**config.mk**
```make
export PLATFORM = sky130hd
export DESIGN_NAME = logic_op_issue_flat
export DESIGN_NICKNAME = d
export VERILOG_FILES = /design/src/rtl/logic_op_issue_pkg.sv /design/src/rtl/logic_op_issue_if.sv /design/src/rtl/logic_op_issue.sv /design/src/flat_wrapper.sv
export SDC_FILE = /design/constraint.sdc
export NUM_CORES = 1
export LEC_CHECK = 0
export ABC_CLOCK_PERIOD_IN_PS = 3800
export BUFFER_PORTS_ARGS = -buffer_cell sky130_fd_sc_hd__clkbuf_2
export CORE_MARGIN = 8
export CORE_UTILIZATION = 49
export DETAILED_ROUTE_END_ITERATION = 6
export PLACE_DENSITY = 0.81
export SLEW_MARGIN = 25
export SYNTH_ARGS = -nofsm -noshare
export SYNTH_HDL_FRONTEND = slang
export SYNTH_SLANG_ARGS = --single-unit
```
**constraint.sdc**
```tcl
create_clock -name clk -period 3.8 [get_ports clk]
set_input_delay 0 -clock clk [delete_from_list [all_inputs] [get_ports clk]]
set_output_delay 0 -clock clk [all_outputs]
set_load 0.02 [all_outputs]
```
**src/rtl/logic_op_issue_pkg.sv**
```systemverilog
// logic_op_issue_pkg: op/select encodings and request decode shared by the issue stage and its bench
package logic_op_issue_pkg;

    typedef enum logic [1:0] {
        OP_AND = 2'b00,
        OP_OR  = 2'b01,
        OP_XOR = 2'b10,
        OP_NOT = 2'b11
    } op_e;

    typedef enum logic [1:0] {
        SEL_AND = 2'b00,
        SEL_OR  = 2'b01,
        SEL_XOR = 2'b10
    } sel_e;

    typedef struct packed {
        sel_e sel;
        logic ones;
    } dec_t;

    // NOT a is realised on the XOR path as a ^ 1111
    function automatic dec_t decode(op_e op);
        dec_t d;
        d.sel  = op == OP_AND ? SEL_AND : op == OP_OR ? SEL_OR : SEL_XOR;
        d.ones = op == OP_NOT;
        return d;
    endfunction

endpackage

```
**src/rtl/logic_op_issue_if.sv**
```systemverilog
// logic_op_issue_if: request, logic-unit and result handshakes of the issue stage
interface logic_op_issue_if #(
    parameter int W     = 4,
    parameter int TAG_W = 2,
    parameter int CNT_W = 8
);
    logic             in_valid;
    logic             in_ready;
    logic [1:0]       in_op;
    logic             in_acc;
    logic [W-1:0]     in_a;
    logic [W-1:0]     in_b;
    logic [TAG_W-1:0] in_tag;
    logic [W-1:0]     lu_a;
    logic [W-1:0]     lu_b;
    logic [1:0]       lu_sel;
    logic [W-1:0]     lu_res;
    logic             out_valid;
    logic             out_ready;
    logic [W-1:0]     out_res;
    logic             out_zero;
    logic [TAG_W-1:0] out_tag;
    logic [CNT_W-1:0] op_count;

    modport slave (
        input  in_valid, in_op, in_acc, in_a, in_b, in_tag, lu_res, out_ready,
        output in_ready, lu_a, lu_b, lu_sel, out_valid, out_res, out_zero, out_tag, op_count
    );

    modport master (
        output in_valid, in_op, in_acc, in_a, in_b, in_tag, lu_res, out_ready,
        input  in_ready, lu_a, lu_b, lu_sel, out_valid, out_res, out_zero, out_tag, op_count
    );
endinterface

```
**src/rtl/logic_op_issue.sv**
```systemverilog
// logic_op_issue: two-register issue/retire stage around the combinational logic unit,
// with accumulate forwarding and a retired-operation counter.
module logic_op_issue
    import logic_op_issue_pkg::*;
#(
    parameter int W     = 4,
    parameter int TAG_W = 2,
    parameter int CNT_W = 8
) (
    input logic             clk,
    input logic             rst_n,
    logic_op_issue_if.slave bus
);
    logic             s1_valid_q, s1_valid_d;
    logic [W-1:0]     s1_a_q, s1_a_d;
    logic [W-1:0]     s1_b_q, s1_b_d;
    sel_e             s1_sel_q, s1_sel_d;
    logic [TAG_W-1:0] s1_tag_q, s1_tag_d;
    logic             out_valid_q, out_valid_d;
    logic [W-1:0]     out_res_q, out_res_d;
    logic             out_zero_q, out_zero_d;
    logic [TAG_W-1:0] out_tag_q, out_tag_d;
    logic [W-1:0]     acc_q, acc_d;
    logic [CNT_W-1:0] cnt_q, cnt_d;
    logic             s1_adv, retire, accept;
    dec_t             dec;
    logic [W-1:0]     a_eff;

    assign s1_adv = s1_valid_q && (!out_valid_q || bus.out_ready);
    assign retire = out_valid_q && bus.out_ready;
    assign accept = bus.in_valid && bus.in_ready;

    assign bus.in_ready  = !s1_valid_q || s1_adv;
    assign bus.lu_a      = s1_a_q;
    assign bus.lu_b      = s1_b_q;
    assign bus.lu_sel    = s1_sel_q;
    assign bus.out_valid = out_valid_q;
    assign bus.out_res   = out_res_q;
    assign bus.out_zero  = out_zero_q;
    assign bus.out_tag   = out_tag_q;
    assign bus.op_count  = cnt_q;

    // An accept with S1 full implies S1 is advancing, so lu_res is the result being retired into S2
    always_comb begin
        dec         = decode(op_e'(bus.in_op));
        a_eff       = !bus.in_acc ? bus.in_a : s1_valid_q ? bus.lu_res : acc_q;
        s1_valid_d  = accept || (s1_valid_q && !s1_adv);
        s1_a_d      = accept ? a_eff : s1_a_q;
        s1_b_d      = accept ? (dec.ones ? {W{1'b1}} : bus.in_b) : s1_b_q;
        s1_sel_d    = accept ? dec.sel : s1_sel_q;
        s1_tag_d    = accept ? bus.in_tag : s1_tag_q;
        out_valid_d = s1_adv || (out_valid_q && !bus.out_ready);
        out_res_d   = s1_adv ? bus.lu_res : out_res_q;
        out_zero_d  = s1_adv ? (bus.lu_res == '0) : out_zero_q;
        out_tag_d   = s1_adv ? s1_tag_q : out_tag_q;
        acc_d       = s1_adv ? bus.lu_res : acc_q;
        cnt_d       = retire ? cnt_q + CNT_W'(1) : cnt_q;
    end

    always_ff @(posedge clk) begin
        if (!rst_n) begin
            s1_valid_q  <= 1'b0;
            s1_a_q      <= '0;
            s1_b_q      <= '0;
            s1_sel_q    <= SEL_AND;
            s1_tag_q    <= '0;
            out_valid_q <= 1'b0;
            out_res_q   <= '0;
            out_zero_q  <= 1'b1;
            out_tag_q   <= '0;
            acc_q       <= '0;
            cnt_q       <= '0;
        end else begin
            s1_valid_q  <= s1_valid_d;
            s1_a_q      <= s1_a_d;
            s1_b_q      <= s1_b_d;
            s1_sel_q    <= s1_sel_d;
            s1_tag_q    <= s1_tag_d;
            out_valid_q <= out_valid_d;
            out_res_q   <= out_res_d;
            out_zero_q  <= out_zero_d;
            out_tag_q   <= out_tag_d;
            acc_q       <= acc_d;
            cnt_q       <= cnt_d;
        end
    end

endmodule

```
**src/flat_wrapper.sv**
```systemverilog
// flat-port wrapper written by rule: the top's interface ports become plain ports
module logic_op_issue_flat import logic_op_issue_pkg::*;
#(
    parameter int W     = 4,
    parameter int TAG_W = 2,
    parameter int CNT_W = 8
)
  (clk, rst_n, bus_in_valid, bus_in_op, bus_in_acc, bus_in_a, bus_in_b, bus_in_tag, bus_lu_res, bus_out_ready, bus_in_ready, bus_lu_a, bus_lu_b, bus_lu_sel, bus_out_valid, bus_out_res, bus_out_zero, bus_out_tag, bus_op_count);
  logic_op_issue_if #(.W(W), .TAG_W(TAG_W), .CNT_W(CNT_W)) bus_i ();
  input logic clk;
  input logic rst_n;
  input wire logic [$bits(bus_i.in_valid)-1:0] bus_in_valid;
  input wire logic [$bits(bus_i.in_op)-1:0] bus_in_op;
  input wire logic [$bits(bus_i.in_acc)-1:0] bus_in_acc;
  input wire logic [$bits(bus_i.in_a)-1:0] bus_in_a;
  input wire logic [$bits(bus_i.in_b)-1:0] bus_in_b;
  input wire logic [$bits(bus_i.in_tag)-1:0] bus_in_tag;
  input wire logic [$bits(bus_i.lu_res)-1:0] bus_lu_res;
  input wire logic [$bits(bus_i.out_ready)-1:0] bus_out_ready;
  output wire logic [$bits(bus_i.in_ready)-1:0] bus_in_ready;
  output wire logic [$bits(bus_i.lu_a)-1:0] bus_lu_a;
  output wire logic [$bits(bus_i.lu_b)-1:0] bus_lu_b;
  output wire logic [$bits(bus_i.lu_sel)-1:0] bus_lu_sel;
  output wire logic [$bits(bus_i.out_valid)-1:0] bus_out_valid;
  output wire logic [$bits(bus_i.out_res)-1:0] bus_out_res;
  output wire logic [$bits(bus_i.out_zero)-1:0] bus_out_zero;
  output wire logic [$bits(bus_i.out_tag)-1:0] bus_out_tag;
  output wire logic [$bits(bus_i.op_count)-1:0] bus_op_count;
  assign bus_i.in_valid = bus_in_valid;
  assign bus_i.in_op = bus_in_op;
  assign bus_i.in_acc = bus_in_acc;
  assign bus_i.in_a = bus_in_a;
  assign bus_i.in_b = bus_in_b;
  assign bus_i.in_tag = bus_in_tag;
  assign bus_i.lu_res = bus_lu_res;
  assign bus_i.out_ready = bus_out_ready;
  assign bus_in_ready = bus_i.in_ready;
  assign bus_lu_a = bus_i.lu_a;
  assign bus_lu_b = bus_i.lu_b;
  assign bus_lu_sel = bus_i.lu_sel;
  assign bus_out_valid = bus_i.out_valid;
  assign bus_out_res = bus_i.out_res;
  assign bus_out_zero = bus_i.out_zero;
  assign bus_out_tag = bus_i.out_tag;
  assign bus_op_count = bus_i.op_count;
  logic_op_issue #(.W(W), .TAG_W(TAG_W), .CNT_W(CNT_W)) u_core (.clk(clk), .rst_n(rst_n), .bus(bus_i));
endmodule
```
After elaboration in Yosys (flattened, before gate mapping)
Index checks and enable logic that the tools add are counted.
{"block": "totals", "reg_bits": 29, "in_bits": 21}
{"block": "op_classes", "addsub": 1, "n_eq_ne": 2, "mux": 5, "n_reduce_logical": 15}
{"op": "$mux 4", "count": 3}
{"op": "$add 8x1->8 const B", "count": 1}
{"op": "$logic_and 1x1->1", "count": 5}
{"op": "$logic_not 1->1", "count": 4}
{"op": "$logic_not 4->1", "count": 1}
{"op": "$logic_or 1x1->1", "count": 4}
{"op": "$mux 2", "count": 2}
{"op": "$eq 2x1->1 const B", "count": 1}
{"op": "$eq 2x2->1 const B", "count": 1}
{"op": "$logic_not 2->1", "count": 1}

Depth between registers and ports, before layout
Gate-level depths: netlist of run 1.
{"block": "depth", "ltp_word": 6, "depth_mapped": 5, "ltp_nobuf": 4}

Worst setup path before layout of run 1
OpenSTA, ideal clock, no wires.
{"block": "synth_timing", "path_type": "register -> register", "start": "register u_core.cnt_q[3] (netlist: u_core.bus.op_count[3])", "end": "register u_core.cnt_q[7] (netlist: u_core.bus.op_count[7])", "setup_ns": 0.070, "t_arrival_ns": 1.246, "required_ns": 3.730, "path_slack_ns": 2.483, "stages_incl_launch_ff": 4, "synth_period_minus_slack_ns": 1.317, "cell_sequence": "dfxtp_1 -> nand4_2 -> or4_1 -> a21oi_1"}
{"block": "synth_via", "elab_chain_cells": 1}
{"item": "start: declaration", "line_no": "logic_op_issue.sv:24", "rtl": "logic [CNT_W-1:0] cnt_q, cnt_d;"}
{"item": "start signal: assignment", "line_no": "logic_op_issue.sv:84", "rtl": "cnt_q <= cnt_d;"}
{"item": "$add 8x1->8", "line_no": "logic_op_issue.sv:57", "rtl": "cnt_d = retire ? cnt_q + CNT_W'(1) : cnt_q;"}
No other way between the ends.
A chain may end at the register's enable or synchronous reset.

Final worst setup path of run 1
{"block": "layout_timing", "start": "register u_core.s1_valid_q", "end": "output bus_in_ready"}
{"block": "layout_via", "elab_chain_cells": 2, "elab_cells_between_ends": 3, "cone_classes": "3 x reduce/logical"}
{"item": "start: declaration", "line_no": "logic_op_issue.sv:14", "rtl": "logic s1_valid_q, s1_valid_d;"}
{"item": "start signal: assignment", "line_no": "logic_op_issue.sv:74", "rtl": "s1_valid_q <= s1_valid_d;"}
{"item": "$logic_not 1->1 / $logic_and 1x1->1 (equally long branches)", "line_no": "logic_op_issue.sv:33, logic_op_issue.sv:29"}
{"item": "$logic_or 1x1->1 (*)", "line_no": "logic_op_issue.sv:33", "rtl": "assign bus.in_ready = !s1_valid_q || s1_adv;"}
{"item": "end: declaration", "line_no": "flat_wrapper.sv:20", "rtl": "output wire logic [$bits(bus_i.in_ready)-1:0] bus_in_ready;"}
Mark *: on every way between the ends. The rest lies on a longest branch, timed or not.

==> qor.yml, run 1 <==
power:
  pwr-share-seq_pct: 55.1
  intPower_mw: 0.442
  powerDensity_nw_per_um2: 366
  power.net_switching_mw: 0.153
  sw_frac_of_total_pct: 25.7
  comb_power_share_pct: 14.6
  ir_worst_vdd_mv: 0.250
  p_leak_nw: 0.741
  pwr-share-clk_pct: 30.3
  total_power_mw: 0.595
clock_tree:
  root_buffer: "clkbuf_4"
  cts_resized: 0
  cts.clk_slew.worst_paths_ps: 80
  cts.sinks: 29
  holdBufCountCts: 9
  cts_tree: "yes"
  numCtsBuffers: 5
  cts_setup_buffers: 0
  cts_max_level: 2
  cts_buffer_depth: 2
  clock_insertion_delay_worst_skew_ps: 310
hold_path:
  hold_depth: 3
  hp-class: "input pin to flop"
route:
  ant_nets: 0
  viasPerCell: 5.47
  drt_iter0_drc: 71
  wirelength_mm: 3.19
  wire_per_inst_um: 14.1
  firstDrtPassIters: 4
  drc_errors: 0
  routed-via-count: 1237
die:
  die_h_um: 66.5
  rows: 18
  die_w_um: 66.5
  coreArea_um2: 2450
  start_util_pct: 50.8
  die_area_um2: 4420
  io-pin-count: 48
global_routing:
  grt_overflow: 0
  grt_max_degree: 21
  grt_usage_pct: 15.2
  antenna_found_initial: 0
  grt_pass1_wl_mm: 5.19
  first_global_vias: 1164
layout:
  diodes: 0
  finalNonFillerCells: 226
  regArea_um2: 581
  drive_gt1_share_pct: 30.6
  post-route-util_pct: 66.2
  fillCellCount: 215
  final_nets: 218
  syn_to_final_growth_pct: 30.3
  multi_input_area_um2: 604
timing:
  timing.slew.headroom_pct: 61.0
  setup_violations: 0
  worst_pin_slew_ps: 584
  max_freq_mhz: 620
  finalHoldViolCount: 0
  rsz0062_at_grt: "no"
  fin_skew_ps: 2.24
  fin_crit_ps: 1610
  period_share_pct: 42.4
  slew_violations: 0
  finalSetupTns_ps: 0
critical_path:
  r2r_cells: 4
  cp.arrival_ps: 1610
  cp_max_fo: 13
  critPathCaptureType: "output port"
  critPathLaunchType: "flop"
  required_ps: 3800
  critPathKind: "flop to output port"
  cp_slowest_cell: "dfxtp_1"
  worstPathCellList: "and3b_1 > inv_1 > clkbuf_2"
  cp_num_cells: 3
  path_delay_family: "flip-flops"
  cpPeakStageDelay_ps: 580
  r2r_slack_ps: 2280
  path_buf_inv: 2
logic_synthesis:
  seq_area_frac_synth_pct: 46.5
  ys_seq_elements: 29
  avgSynthCellArea_um2: 8.85
  yosysWarnings: 0
  synth_cell_types: 28
  synth_fp_nets: 163
  syn_inst: 141
  syn_area_um2: 1250
status:
  status: "complete, no violations"
placement:
  io_buffer_count: 47
  gp_congestion: 0.794
  placed_cells: 210
  dp_hpwl_mm: 2.37
run:
  timing.max_cap.violations: 0
-- cell usage after synthesis --
cell | count | area [um^2]
dfxtp_1 | 29 | 581
a21oi_1 | 22 | 110
nand3_1 | 19 | 95.1
o21ai_0 | 15 | 75.1
nand2_1 | 7 | 26.3
inv_1 | 6 | 22.5
clkbuf_1 | 4 | 15.0
mux2_2 | 4 | 45.0
mux2i_1 | 4 | 40.0
o211a_1 | 4 | 40.0
o22ai_1 | 4 | 25.0
or3_1 | 4 | 25.0
buf_2 | 2 | 10.0
nand4_2 | 2 | 25.0
nor2_1 | 2 | 7.51
and2b_1 | 1 | 7.51
and3b_1 | 1 | 8.76
buf_1 | 1 | 3.75
buf_6 | 1 | 11.3
ha_1 | 1 | 12.5
nand4b_1 | 1 | 8.76
nor2_2 | 1 | 6.26
nor4_1 | 1 | 6.26
o31ai_1 | 1 | 7.51
or2b_1 | 1 | 7.51
or4_1 | 1 | 7.51
xnor2_1 | 1 | 8.76
xor2_1 | 1 | 8.76
-- placed cells by master, fill, tap and decap left out, types with 2 or more instances in the layout --
cell           count
clkbuf_2          47
dfxtp_1           29
a21oi_1           22
nand3_1           19
o21ai_0           15
dlygate4sd3_1      9
nand2_1            7
inv_1              6
clkbuf_4           5
o211a_1            4
mux2_2             4
mux2i_1            4
o22ai_1            4
or3_1              4
nand4_2            2
nor2_1             2
-- tightest hold or removal path, cell delays in order --
cell,delay (ps)
clkbuf_2,70
mux2i_1,60
o22ai_1,140
-- flip-flops by register name, indices dropped and copies added (netlist names) --
register / flops
u_core.bus.op_count: 8
u_core.s1_tag_q: 2
u_core.bus.out_zero: 1
u_core.s1_valid_q: 1
u_core.bus.lu_sel: 2
u_core.bus.lu_a: 4
u_core.bus.out_valid: 1
u_core.bus.out_res: 4
u_core.bus.out_tag: 2
u_core.bus.lu_b: 4
-- layer usage --
metal  up-vias  global-route usage, %  wire [um]  share of wire, %
met4         0                   5.60         33               1.0
met2        54                   24.5       1570                49
met5         -                      0          0                 0
met1       556                   16.4       1260                40
met3         4                   8.22        319                10
li1        623                      -          -                 -
-- metrics by stage --
step	hold WS, ps	instance area [um^2]	worst slack (ps)
2_1_floorplan	148	1250	2480
3_3_place_gp	255	1480	2380
3_5_place_dp	255	1480	2320
4_1_cts	0.535	1630	2190
5_1_grt	9.67	1630	2030
6_report	9.43	1630	2190
-- final timing paths --
| kind | start | endpoint |
|---|---|---|
| setup / recovery | u_core.s1_valid_q | bus_in_ready |
| hold / removal | bus_in_a[1] | u_core.bus.lu_a[1] |
| setup reg to reg | u_core.s1_valid_q | u_core.bus.lu_a[2] |
| hold reg to reg | u_core.bus.out_tag[0] | u_core.bus.out_tag[0] |
-- kinds of logic (layout without fill, tap and decap cells) --
kind of cell / Yosys count / count (layout) / synth area share (%)
AOI/OAI and AO/OA: 46 / 46 / 20.7
muxes: 8 / 8 / 6.82
xor gates and xnor gates: 2 / 2 / 1.40
DFF: 29 / 29 / 46.5
buffers and inverters: 14 / 69 / 5.01
adders and majority gates: 1 / 1 / 1.00
and+or+nand+nor: 41 / 41 / 18.6
-- power by group through the flow --
stage / combinational [mW] / clock, mW / sequential, mW
finish: 0.0871 / 0.180 / 0.328
CTS: 0.0871 / 0.189 / 0.328
detailed placement: 0.0798 / 0 / 0.335
global route: 0.0949 / 0.205 / 0.330
floorplan: 0.0366 / 0 / 0.346
global placement: 0.0773 / 0 / 0.334
-- final cells by class --
class | count | area share (%)
clock buffer | 7 | 3.39
inverter | 6 | 1.39
multi-input combinational | 98 | 37.2
sequential | 29 | 35.7
tap | 30 | 2.31
timing repair buffer | 56 | 20.0
No activity file was read; power rests on OpenSTA's default activity.
==> run 2, diff against run 1 <==
--- a/config.mk
+++ b/config.mk
@@ -5,12 +5,13 @@
 export SDC_FILE = /design/constraint.sdc
 export NUM_CORES = 1
 export LEC_CHECK = 0
-export ABC_CLOCK_PERIOD_IN_PS = 3800
+export ABC_AREA = 1
+export ABC_CLOCK_PERIOD_IN_PS = 1400
 export BUFFER_PORTS_ARGS = -buffer_cell sky130_fd_sc_hd__clkbuf_2
 export CORE_MARGIN = 8
-export CORE_UTILIZATION = 49
+export CORE_UTILIZATION = 43
 export DETAILED_ROUTE_END_ITERATION = 6
-export PLACE_DENSITY = 0.81
+export PLACE_DENSITY = 0.75
 export SLEW_MARGIN = 25
 export SYNTH_ARGS = -nofsm -noshare
 export SYNTH_HDL_FRONTEND = slang
==> constraint.sdc (replaced) <==
create_clock -name clk -period 1.4 [get_ports clk]
set_input_delay 0 -clock clk [delete_from_list [all_inputs] [get_ports clk]]
set_output_delay 0 -clock clk [all_outputs]
set_load 0.02 [all_outputs]
==> run 2 against run 1 <==
Net effect:
- sequential cell count stayed put
- critical path depth is 2 higher
- clock skew is 3.5 ps higher
- sequential share of layout area is 2.2 points lower
- via count is 11% higher
- first-iteration DRC count is 24% lower
- cell area is 6.7% higher
- worst hold slack worse by 1.5 ps
- combinational power grew to 3.4 times the previous value
- routed wire length is 3.7% lower
- register-to-register slack worse by 2100 ps
- die area is 15% higher
==> qor.yml, run 2 <==
critical_path:
  critPathLaunchType: "flop"  # unchanged
  crit_start: "u_core.s1_valid_q"  # unchanged
  cp-endpoint: "u_core.bus.lu_sel[1]"  # was bus_in_ready
  required_ps: 1610  # was 3800 ps
  critPathCaptureType: "flop"  # was output port
  cp_max_fo: 17  # was 13
  r2r-end: "u_core.bus.lu_sel[1]"  # was u_core.bus.lu_a[2]
  r2r_slack_ps: 160  # was 2280 ps
  r2r_cells: 5  # was 4
  cp.arrival_ps: 1440  # was 1610 ps
  critPathKind: "flop to flop"  # was flop to output port
  worstReg2RegStart: "u_core.s1_valid_q"  # unchanged
route:
  viasPerCell: 4.67  # was 5.47
  firstDrtPassIters: 4  # unchanged
  routed-via-count: 1369  # was 1,237
  wirelength_mm: 3.07  # was 3.19 mm
  drt_iter0_drc: 54  # was 71
  wire_per_inst_um: 10.5  # was 14.1 um
  drc_errors: 0  # unchanged
  ant_nets: 0  # unchanged
logic_synthesis:
  avgSynthCellArea_um2: 6.69  # was 8.85 um^2
  synthFlopType: "dfxtp_1"  # unchanged
  synth_fp_nets: 219  # was 163
  synthTopCellsByCount: "nand2_1, nor2_1, inv_1"  # was dfxtp_1, a21oi_1, nand3_1
  syn_area_um2: 1320  # was 1250 um^2
  synth_cell_types: 17  # was 28
  async_flop_share_pct: 0  # unchanged
  syn_inst: 197  # was 141
  seq_area_frac_synth_pct: 44.0  # was 46.5%
  yosys.area.top_type: "dfxtp_1"  # unchanged
  yosysWarnings: 0  # unchanged
  synth.most_common_cell: "nand2_1"  # was dfxtp_1
  synth_edf_count: 0  # unchanged
  synthDominantCellAreaShare_pct: 44.0  # was 46.5%
  ys_seq_elements: 29  # unchanged
  synthTopCellsByArea: "dfxtp_1, nand2_1, nor2_1"  # was dfxtp_1, a21oi_1, nand3_1
die:
  start_util_pct: 44.3  # was 50.8%
  coreArea_um2: 2980  # was 2450 um^2
  die_h_um: 71.4  # was 66.5 um
  rows: 20  # was 18
  die_w_um: 71.4  # was 66.5 um
  die_area_um2: 5100  # was 4420 um^2
  io-pin-count: 48  # unchanged
global_routing:
  grt_max_degree: 18  # was 21
  grt_pass1_wl_mm: 5.31  # was 5.19 mm
  grt_overflow: 0  # unchanged
  antenna_found_initial: 0  # unchanged
  first_global_vias: 1294  # was 1,164
  grt_usage_pct: 12.8  # was 15.2%
clock_tree:
  root_buffer: "clkbuf_4"  # unchanged
  cts_setup_buffers: 0  # unchanged
  clock_insertion_delay_worst_skew_ps: 310  # about the same
  cts_buffer_depth: 2  # unchanged
  holdBufCountCts: 11  # was 9
  cts.clk_slew.worst_paths_ps: 90  # was 80 ps
  cts.sinks: 29  # unchanged
  cts_max_level: 2  # unchanged
  numCtsBuffers: 5  # unchanged
  cts_tree: "yes"  # unchanged
  cts_resized: 0  # unchanged
placement:
  dp_hpwl_mm: 2.37  # about the same
  io_buffer_count: 47  # unchanged
  gp_congestion: 0.756  # was 0.794
layout:
  regArea_um2: 581  # unchanged
  drive_gt1_share_pct: 21.5  # was 30.6%
  diodes: 0  # unchanged
  largest_reg_flops: 8  # unchanged
  fillCellCount: 300  # was 215
  final_nets: 281  # was 218
  layout_common_cells: "nand2_1, clkbuf_2, nor2_1"  # was clkbuf_2, dfxtp_1, a21oi_1
  multi_input_area_um2: 583  # was 604 um^2
  syn_to_final_growth_pct: 31.5  # was 30.3%
timing:
  finalSetupTns_ps: 0  # unchanged
  timing.slew.headroom_pct: 75.7  # was 61.0%
  setup_violations: 0  # unchanged
  fin_crit_ps: 1240
  worst_pin_slew_ps: 364  # was 584 ps
  max_freq_mhz: 808
  slew_violations: 0  # unchanged
  period_share_pct: 88.4
  hold_ws_ps: 7.95  # was 9.43 ps
  fin_skew_ps: 5.78  # was 2.24 ps
  finalHoldViolCount: 0  # unchanged
  rsz0062_at_grt: "no"  # unchanged
power:
  ir_worst_vdd_mv: 0.640  # was 0.250 mV
  powerDensity_nw_per_um2: 952  # was 366 nW/um^2
  p_leak_nw: 0.924  # was 0.741 nW
status:
  status: "complete, no violations"  # unchanged
hold_path:
  hp-class: "input pin to flop"  # unchanged
run:
  timing.max_cap.violations: 0  # unchanged
[run 2: area by class of cell]
class | count | area share, %
multi-input combinational | 130 | 33.6
sequential | 29 | 33.5
timing repair buffer | 59 | 20.3
inverter | 34 | 7.36
clock buffer | 8 | 2.81
tap | 33 | 2.38
[run 2: report_power, final]
group	internal, mW	switching, mW
Combinational	0.117	0.177
Clock	0.200	0.259
Sequential	0.871	0.0280
[run 2: how the worst min path moves through the flow]
stage	slack, ps	to	cells past startpoint	start
after detailed placement	270	u_core.s1_tag_q[1]	3	bus_in_tag[1]
after global placement	270	u_core.s1_tag_q[1]	3	bus_in_tag[1]
after CTS	2	u_core.bus.op_count[1]	3	bus_out_ready
final	8	u_core.bus.lu_a[0]	5	bus_in_a[0]
after floorplan	130	u_core.s1_valid_q	2	bus_in_valid
after global routing	4	u_core.bus.op_count[1]	3	bus_out_ready
[run 2: critical path, cell delays in order, from the launching register on]
cell	delay, ps
dfxtp_1	490
nand3_4	140
nand2_4	170
inv_1	160
nor2_1	120
nor2_1	50
[run 2: per-layer routing]
metal / part of all wire, % / vias up / track usage, %
met3: 8.4 / 4 / 6.83
li1: - / 732 / -
met2: 46 / 36 / 21.4
met5: 0 / - / 0
met1: 44 / 597 / 13.7
met4: 1.2 / 0 / 3.46
[run 2: kinds of logic (layout without fill, tap and decap cells)]
family | count (synthesis) | in the layout | share of synthesized area, %
compound gates | 29 | 29 | 11.2
fa+ha+maj | 1 | 1 | 0.949
buf+inv | 38 | 101 | 11.8
flops | 29 | 29 | 44.0
simple gates | 100 | 100 | 32.1
[run 2: metrics by stage]
| step | worst slack [ps] | area, um^2 | std cells | util (%) | total power [mW] |
|---|---|---|---|---|---|
| 5_1_grt | 33.0 | 1730 | 293 | 58.2 | 1.77 |
| 6_report | 162 | 1730 | 293 | 58.2 | 1.65 |
| 4_1_cts | 164 | 1730 | 293 | 58.2 | 1.67 |
| 3_3_place_gp | 196 | 1580 | 274 | 52.9 | 1.19 |
| 2_1_floorplan | 219 | 1320 | 197 | - | 1.09 |
| 3_5_place_dp | 183 | 1580 | 274 | 52.9 | 1.19 |
==> run 3, diff against run 2 <==
--- a/config.mk
+++ b/config.mk
@@ -6,12 +6,13 @@
 export NUM_CORES = 1
 export LEC_CHECK = 0
 export ABC_AREA = 1
-export ABC_CLOCK_PERIOD_IN_PS = 1400
+export ABC_CLOCK_PERIOD_IN_PS = 1600
 export BUFFER_PORTS_ARGS = -buffer_cell sky130_fd_sc_hd__clkbuf_2
 export CORE_MARGIN = 8
-export CORE_UTILIZATION = 43
+export CORE_UTILIZATION = 49
 export DETAILED_ROUTE_END_ITERATION = 6
-export PLACE_DENSITY = 0.75
+export PLACE_DENSITY = 0.8
+export RECOVER_POWER = 50
 export SLEW_MARGIN = 25
 export SYNTH_ARGS = -nofsm -noshare
 export SYNTH_HDL_FRONTEND = slang
==> constraint.sdc (replaced) <==
create_clock -name clk -period 1.6 [get_ports clk]
set_input_delay 0 -clock clk [delete_from_list [all_inputs] [get_ports clk]]
set_output_delay 0 -clock clk [all_outputs]
set_load 0.02 [all_outputs]
==> run 3 against run 2 <==
Net effect:
- total power increased by 1.0%
- clock power rose by 36%
- count of clock-buffer cells in the layout decreased by 1
- largest power group unchanged
==> qor.yml, run 3 (same netlist as run 2, synthesis figures left out) <==
status:
  status: "complete, no violations"  # unchanged
critical_path:
  cp_common_cell: "nor2_1"  # unchanged
  critPathKind: "flop to flop"  # unchanged
  r2r-end: "u_core.bus.lu_b[2]"  # was u_core.bus.lu_sel[1]
  path_buf_inv: 1  # unchanged
  cp_max_fo: 17  # unchanged
  required_ps: 1830  # was 1610 ps
  path_delay_family: "simple AND/OR/NAND/NOR gates"  # was flip-flops
  critPathLaunchType: "flop"  # unchanged
  cp_slowest_cell: "dfxtp_1"  # unchanged
  critPathCaptureType: "flop"  # unchanged
  cp_num_cells: 5  # unchanged
  cp.arrival_ps: 1520  # was 1440 ps
  r2r_slack_ps: 310  # was 160 ps
  cpPeakStageDelay_ps: 440  # was 490 ps
  crit_start: "u_core.s1_valid_q"  # unchanged
  r2r_cells: 5  # unchanged
  worstReg2RegStart: "u_core.s1_valid_q"  # unchanged
  worstPathCellList: "nand3_1 > nand2_4 > inv_1 > nor2_1 > nor2_1"  # was nand3_4 > nand2_4 > inv_1 > nor2_1 > nor2_1
timing:
  slew_violations: 0  # unchanged
  max_freq_mhz: 776  # was 808 MHz
  worst_pin_slew_ps: 368  # was 364 ps
  fin_crit_ps: 1290  # was 1240 ps
  rsz0062_at_grt: "no"  # unchanged
  period_share_pct: 80.5  # was 88.4%
  finalSetupTns_ps: 0  # unchanged
  fin_skew_ps: 8.54  # was 5.78 ps
  finalHoldViolCount: 0  # unchanged
  timing.slew.headroom_pct: 75.4  # was 75.7%
  setup_violations: 0  # unchanged
route:
  drc_errors: 0  # unchanged
  wirelength_mm: 3.36  # was 3.07 mm
  drt_iter0_drc: 33  # was 54
  viasPerCell: 4.77  # was 4.67
  wire_per_inst_um: 11.4  # was 10.5 um
  firstDrtPassIters: 4  # unchanged
  ant_nets: 0  # unchanged
  routed-via-count: 1408  # was 1,369
layout:
  finalNonFillerCells: 295  # was 293
  final_nets: 285  # was 281
  drive_gt1_share_pct: 12.1  # was 21.5%
  fillCellCount: 259  # was 300
  regArea_um2: 581  # unchanged
  mostFrequentLayoutCell: "nand2_1"
  syn_to_final_growth_pct: 33.8  # was 31.5%
  multi_input_area_um2: 571  # was 583 um^2
  largest_reg_flops: 8  # unchanged
  diodes: 0  # unchanged
  layout_common_cells: "nand2_1, nor2_1, inv_1"  # was nand2_1, clkbuf_2, nor2_1
clock_tree:
  cts.clk_slew.worst_paths_ps: 90  # about the same
  cts_buffer_depth: 2  # unchanged
  numCtsBuffers: 5  # unchanged
  cts_max_level: 2  # unchanged
  cts_tree: "yes"  # unchanged
  cts.sinks: 29  # unchanged
  clock_insertion_delay_worst_skew_ps: 320  # was 310 ps
  root_buffer: "clkbuf_4"  # unchanged
die:
  die_w_um: 67.9  # was 71.4 um
  start_util_pct: 49.5  # was 44.3%
  rows: 19  # was 20
  io-pin-count: 48  # unchanged
  die_h_um: 67.9  # was 71.4 um
  coreArea_um2: 2660  # was 2980 um^2
  die_area_um2: 4610  # was 5100 um^2
hold_path:
  worstHoldStart: "bus_in_a[1]"  # was bus_in_a[0]
  holdPathEnd: "u_core.bus.lu_a[1]"  # was u_core.bus.lu_a[0]
  hp-class: "input pin to flop"  # unchanged
  hold_depth: 5  # unchanged
power:
  pwr-share-seq_pct: 47.2  # was 54.4%
  powerDensity_nw_per_um2: 945  # was 952 nW/um^2
  pwr-share-clk_pct: 37.4  # was 27.8%
  total_power_mw: 1.67  # was 1.65 mW
  intPower_mw: 1.23  # was 1.19 mW
  p_leak_nw: 0.877  # was 0.924 nW
  comb_power_share_pct: 15.4  # was 17.8%
  sw_frac_of_total_pct: 26.0  # was 28.1%
  power.net_switching_mw: 0.433  # was 0.464 mW
  ir_worst_vdd_mv: 0.905  # was 0.640 mV
placement:
  gp_congestion: 0.774  # was 0.756
  dp_hpwl_mm: 2.40  # was 2.37 mm
  io_buffer_count: 47  # unchanged
  placed_cells: 272  # was 274
global_routing:
  grt_usage_pct: 15.2  # was 12.8%
  grt_pass1_wl_mm: 5.31  # about the same
  antenna_found_initial: 0  # unchanged
  grt_overflow: 0  # unchanged
  first_global_vias: 1272  # was 1,294
  grt_max_degree: 18  # unchanged
run:
  timing.max_cap.violations: 0  # unchanged
[run 3: changes by cell type in the layout (fill, tap and decap cells not counted), sizes merged]
cell / before / now
dlygate4sd3: 11 / 15
bufinv: 0 / 1
clkbuf: 55 / 54
[run 3: layout make-up]
cell class	count	area share [%]
clock inverters	1	1.70
clock buffers	7	3.12
flip-flops and latches	29	32.9
repair buffers	63	20.5
inverters	34	7.23
well taps	31	2.20
multi-input cells	130	32.3
[run 3: worst max path at each step]
| stage | endpoint |
|---|---|
| after floorplan | u_core.bus.op_count[7] |
| after CTS | u_core.bus.out_tag[1] |
| after global routing | u_core.bus.lu_b[2] |
| final | u_core.bus.lu_b[2] |
| after detailed placement | u_core.bus.out_tag[1] |
| after global placement | u_core.bus.out_tag[1] |
[run 3: per-stage QoR]
step                cell area, um^2  setup WS [ps]  util, %  hold slack [ps]
finish                         1760            312     66.3             14.4
global route                   1760            205     66.3             21.1
CTS                            1810            374     67.9             4.28
detailed placement             1570            380     59.1              270
global placement               1570            409     59.1              265
floorplan                      1320            419        -              134
[run 3: repair_timing]
| action | 4_1_cts | 5_1_grt |
|---|---|---|
| setup buffers | 0 | 0 |
| hold endpoints to repair | 16 | 0 |
| hold buffers | 15 | 0 |
| setup endpoints to repair | 0 | 0 |
| gates resized for setup | 0 | 0 |
[run 3: tightest hold or removal path: cells and delay by family]
family / cells / cell delay, ps
AND/OR/NAND/NOR: 4 / 220
buffers and inverters: 1 / 80
[run 3: power groups by stage]
| stage | clock network, mW | logic [mW] | registers, mW |
|---|---|---|---|
| after global routing | 0.672 | 0.288 | 0.792 |
| after detailed placement | 0 | 0.239 | 0.805 |
| after global placement | 0 | 0.235 | 0.804 |
| final | 0.624 | 0.257 | 0.787 |
| after CTS | 0.639 | 0.267 | 0.788 |
| after floorplan | 0 | 0.111 | 0.846 |
[run 3: layer usage]
metal,wire length [um],GRT usage (%)
met5,0,0
met3,271,6.87
met1,1340,14.5
met4,50,6.91
met2,1710,27.6
